### config.mk
export PLATFORM = sky130hd
export DESIGN_NAME = mem_dump_streamer
export DESIGN_NICKNAME = d
export VERILOG_FILES = /design/src/rtl/mem_dump_streamer.sv
export SDC_FILE = /design/constraint.sdc
export NUM_CORES = 1
export LEC_CHECK = 0
export BUFFER_PORTS_ARGS = -buffer_cell sky130_fd_sc_hd__buf_4
export CORE_ASPECT_RATIO = 1.4
export CORE_UTILIZATION = 25
export DETAILED_ROUTE_END_ITERATION = 10
export GPL_TIMING_DRIVEN = 1
export PLACE_DENSITY_LB_ADDON = 0.05
export SLEW_MARGIN = 20
export SYNTH_ARGS = -nofsm -noshare
export SYNTH_HDL_FRONTEND = slang
export SYNTH_SLANG_ARGS = --single-unit
### constraint.sdc
create_clock -name clk -period 7.55 [get_ports clk]
set_input_delay 0.755 -clock clk [delete_from_list [all_inputs] [get_ports clk]]
set_output_delay 0.755 -clock clk [all_outputs]
set_load 0.1 [all_outputs]
### src/rtl/mem_dump_streamer.sv
// Reads COUNT words from a 1-cycle-latency memory and streams them MSB-first as bytes.
// Optional trailing two's-complement checksum byte when MEM_DUMP_CHECKSUM_EN is defined.
module mem_dump_streamer #(
   parameter int WIDTH = 32,
   parameter int CNTW  = 16
) (
   input  logic             clk,
   input  logic             rst,
   input  logic             start,
   input  logic [31:0]      base,
   input  logic [CNTW-1:0]  count,
   output logic             busy,
   output logic             done,
   output logic [31:0]      mem_addr,
   output logic [WIDTH-1:0] mem_in,
   output logic             mem_we,
   input  logic [WIDTH-1:0] mem_out,
   output logic [7:0]       tx_data,
   output logic             tx_valid,
   input  logic             tx_ready
);

   localparam int BPW  = WIDTH / 8;
   localparam int IDXW = (BPW > 1) ? $clog2(BPW) : 1;
   localparam logic [IDXW-1:0] LAST_IDX = IDXW'(BPW - 1);

   typedef enum logic [2:0] {
      S_IDLE,
      S_READ,
      S_WAIT,
      S_SEND,
`ifdef MEM_DUMP_CHECKSUM_EN
      S_CSUM,
`endif
      S_DONE
   } state_t;

   state_t           state, state_nx;
   logic [31:0]      addr;
   logic [31:0]      addr_last;
   logic [CNTW-1:0]  remaining;
   logic [IDXW-1:0]  idx;
   logic [WIDTH-1:0] shreg;
`ifdef MEM_DUMP_CHECKSUM_EN
   logic [7:0]       sum;
`endif

   // Read-only initiator: the write side of the memory port is tied off.
   assign mem_in   = '0;
   assign mem_we   = 1'b0;
   assign mem_addr = (state == S_READ) ? addr : addr_last;

   always_comb begin
      state_nx = state;
      busy     = 1'b0;
      done     = 1'b0;
      tx_valid = 1'b0;
      tx_data  = 8'h00;
      case (state)
         S_IDLE: begin
            if (start) begin
               if (count == '0) begin
`ifdef MEM_DUMP_CHECKSUM_EN
                  state_nx = S_CSUM;
`else
                  state_nx = S_DONE;
`endif
               end else begin
                  state_nx = S_READ;
               end
            end
         end
         S_READ: begin
            busy     = 1'b1;
            state_nx = S_WAIT;
         end
         S_WAIT: begin
            busy     = 1'b1;
            state_nx = S_SEND;
         end
         S_SEND: begin
            busy     = 1'b1;
            tx_valid = 1'b1;
            tx_data  = shreg[WIDTH-1 -: 8];
            if (tx_ready && (idx == LAST_IDX)) begin
               if (remaining == CNTW'(1)) begin
`ifdef MEM_DUMP_CHECKSUM_EN
                  state_nx = S_CSUM;
`else
                  state_nx = S_DONE;
`endif
               end else begin
                  state_nx = S_READ;
               end
            end
         end
`ifdef MEM_DUMP_CHECKSUM_EN
         S_CSUM: begin
            busy     = 1'b1;
            tx_valid = 1'b1;
            tx_data  = ~sum + 8'd1;
            if (tx_ready) state_nx = S_DONE;
         end
`endif
         S_DONE: begin
            done     = 1'b1;
            state_nx = S_IDLE;
         end
         default: state_nx = S_IDLE;
      endcase
   end

   // Control and counters; the remaining count is checked before its decrement.
   always_ff @(posedge clk) begin
      if (rst) begin
         state     <= S_IDLE;
         addr      <= '0;
         addr_last <= '0;
         remaining <= '0;
         idx       <= '0;
`ifdef MEM_DUMP_CHECKSUM_EN
         sum       <= '0;
`endif
      end else begin
         state <= state_nx;
         case (state)
            S_IDLE: begin
               if (start) begin
                  addr      <= base;
                  remaining <= count;
                  idx       <= '0;
`ifdef MEM_DUMP_CHECKSUM_EN
                  sum       <= '0;
`endif
               end
            end
            S_READ: addr_last <= addr;
            S_WAIT: idx <= '0;
            S_SEND: begin
               if (tx_ready) begin
`ifdef MEM_DUMP_CHECKSUM_EN
                  sum <= sum + shreg[WIDTH-1 -: 8];
`endif
                  if (idx == LAST_IDX) begin
                     idx       <= '0;
                     addr      <= addr + 32'd1;
                     remaining <= remaining - 1'b1;
                  end else begin
                     idx <= idx + 1'b1;
                  end
               end
            end
            default: ;
         endcase
      end
   end

   // Data path: only observed in SEND, so it needs no reset.
   always_ff @(posedge clk) begin
      if (state == S_WAIT) begin
         shreg <= mem_out;
      end else if ((state == S_SEND) && tx_ready) begin
         shreg <= shreg << 8;
      end
   end

endmodule

==> results.py <==
metrics = {
    "drt": {
        "ant_nets": 0,
        "routed_wl_mm": 18.5,
        "first_iter_violations": 265,
        "drc_errors": 0,
        "first_pass_iters": 4,
        "vias": 5365,
        "wl_per_cell_um": 16.8,
        "vias_per_cell": 4.86,
    },
    "yosys": {
        "synth-main-ff-cell": "dfxtp_1",
        "synth-edff-count": 32,
        "synthDominantCellAreaShare_pct": 27.4,
        "ys_types": 60,
        "async_flop_share_pct": 0,
        "synth_top_area_cell": "dfxtp_1",
        "syn-instance-count": 678,
        "seq_area_frac_synth_pct": 42.9,
        "syn_area_mm2": 0.00621,
        "ys_seq_elements": 117,
        "syn_area_per_cell_um2": 9.16,
        "synth.top_cells.by_area": "dfxtp_1, edfxtp_1, mux2_2, and2_1, buf_4",
        "ys_warn_count": 0,
    },
    "clock_tree": {
        "cts_tree": "built",
        "cts_htree_levels": 4,
        "post_cts_buffers": 0,
        "clk_path_buf_depth": 2,
        "worstSkewPairLatency_ns": 0.41,
        "root_buffer": "clkbuf_16",
        "cts.clk_slew.worst_paths_ns": 0.06,
        "hold_buffers": 0,
        "cts_sinks": 117,
        "postCtsResizedCells": 0,
        "numCtsBuffers": 17,
    },
    "floorplanning": {
        "rows": 67,
        "dieArea_mm2": 0.0255,
        "initial_core_util_pct": 25.7,
        "die_h_um": 189,
        "fp.dieW_um": 135,
        "boundaryPins": 160,
        "fp.coreArea_mm2": 0.0241,
    },
    "run_status": {
        "status": "completed",
    },
    "setup_path": {
        "start_kind": "flop",
        "cp_max_fo": 44,
        "crit_arrival_ns": 2.59,
        "cp-end-kind": "output pin",
        "setup.worst_path.class": "flop to output pin",
        "crit_required_ns": 6.80,
        "r2r_slack_ns": 5.13,
    },
    "pwr": {
        "p_per_area_mw_per_mm2": 287,
        "vdd.ir_drop.worst_mv": 0.156,
        "leakagePower_nw": 3.12,
    },
    "job": {
        "cap_violations": 0,
    },
    "final_layout": {
        "num_antenna_cells": 0,
        "layout.nets": 868,
        "drive_above_1_share_pct": 28.9,
        "layout.cells.non_filler": 1103,
        "fin_util_pct": 32.7,
        "syn2layout_area_growth_pct": 27.0,
        "fillCellCount": 2564,
    },
    "timing": {
        "period_needed_ns": 3.34,
        "maxSlewHeadroom_pct": 44.3,
        "setup_tns_ns": 0,
        "tightest_slew_ns": 0.824,
        "finalMaxSlewViolations": 0,
        "hold_viol_final": 0,
        "fin_crit_sh_pct": 44.3,
        "rsz0062_at_grt": "no",
        "setup_viol": 0,
        "fin_ws_ns": 4.21,
        "clock.fmax_mhz": 299,
        "fin_skew_ns": 0.00995,
    },
    "global_route": {
        "antenna_found_initial": 0,
        "grt_pass1_vias": 5345,
        "overflow": 0,
        "grt_pass1_wl_mm": 29.3,
        "track_usage_pct": 15.0,
        "grt_max_degree": 77,
    },
    "placed_design": {
        "hpwl_mm": 12.6,
        "gp_congestion": 0.761,
        "dp_cells": 1070,
        "port_buffers": 126,
        "dpl_worst_slack_ns": 4.63,
    },
    "min_path": {
        "min_path_type": "flop to flop",
    },
}
through the flow:
stage / hold slack (ns) / total power, mW / area (µm²)
after floorplan: 0.446 / 1.31 / 6330
after CTS: 0.482 / 2.29 / 7860
after global routing: 0.503 / 2.38 / 7890
after detailed placement: 0.472 / 1.47 / 7290
after global placement: 0.462 / 1.46 / 7290
final: 0.478 / 2.26 / 7890
final timing paths:
kind                    startpoint                         end  cells past startpoint
max          state[1]$_SDFFE_PP0P_                  tx_data[3]                      5
min            idx[1]$_SDFFE_PP0P_         idx[1]$_SDFFE_PP0P_                      2
max reg2reg  state[1]$_SDFFE_PP0P_  remaining[12]$_SDFFE_PP0P_                      5
min reg2reg    idx[1]$_SDFFE_PP0P_         idx[1]$_SDFFE_PP0P_                      2
report_power, final:
group | total, mW | switching (mW) | internal (mW)
Clock | 0.809 | 0.296 | 0.513
Sequential | 0.791 | 0.0629 | 0.728
Combinational | 0.661 | 0.461 | 0.200
Total | 2.26 | 0.820 | 1.44
cells in the mapped netlist (all sizes together), types with 12 or more instances:
library cell   n
dfxtp         85
and2          57
mux2          57
buf           53
nand2         52
o21ai         46
nor2          43
a21oi         42
edfxtp        32
clkbuf        30
nand3         19
nor4          15
nand4         12
nor3          12
o31ai         12
routing by layer:
metal	track usage [%]	vias to the layer above	part of all wire (%)
met4	4.36	0	0.72
met2	26.2	173	51
met5	0	-	0
met1	17.6	2564	42
li1	-	2621	-
met3	4.17	7	5.8
layout by cell type (no fill, tap or decap), drive strengths merged, types with 5 or more instances in the layout:
master  count
buf       134
dfxtp      85
mux2       57
and2       57
nand2      52
o21ai      46
nor2       43
a21oi      42
conb       33
edfxtp     32
clkbuf     20
nand3      19
nor4       15
o31ai      12
nand4      12
nor3       12
a211oi     10
inv        10
and3        9
a31oi       8
and4        7
clkinv      7
a22oi       6
o22ai       5
cell families (layout without fill, tap and decap cells):
logic type      count (synthesis)  in the layout  share of synthesized area [%]
buf+inv                        93            176                           7.99
simple gates                  240            240                           20.8
mux                            58             58                           10.5
fa+ha+maj                       4              4                          0.806
flops                         117            117                           42.9
other cells                     1             33                         0.0604
compound gates                165            165                           17.0
critical path: stages, from the launching register on:
cell	delay, ns
dfxtp_1	0.64
nand3b_1	0.18
inv_2	0.33
buf_4	0.51
and2_1	0.20
buf_4	0.28
sequential cells by signal, indices dropped and copies added, names as in the netlist:
name	flops
idx	2
addr	32
remaining	16
shreg	32
state	3
addr_last	32
final cells by class:
class                           count  area (µm²)  share of cell area, %
Timing Repair Buffer              134        1030                   13.0
Multi-Input combinational cell    500        3200                   40.6
Inverter                           10        37.5                  0.476
Sequential cell                   117        2660                   33.7
Clock inverter                     12         136                   1.73
Clock buffer                       20         437                   5.53
Tap cell                          310         388                   4.92
Note: power is estimated with default switching activity, not from simulation.
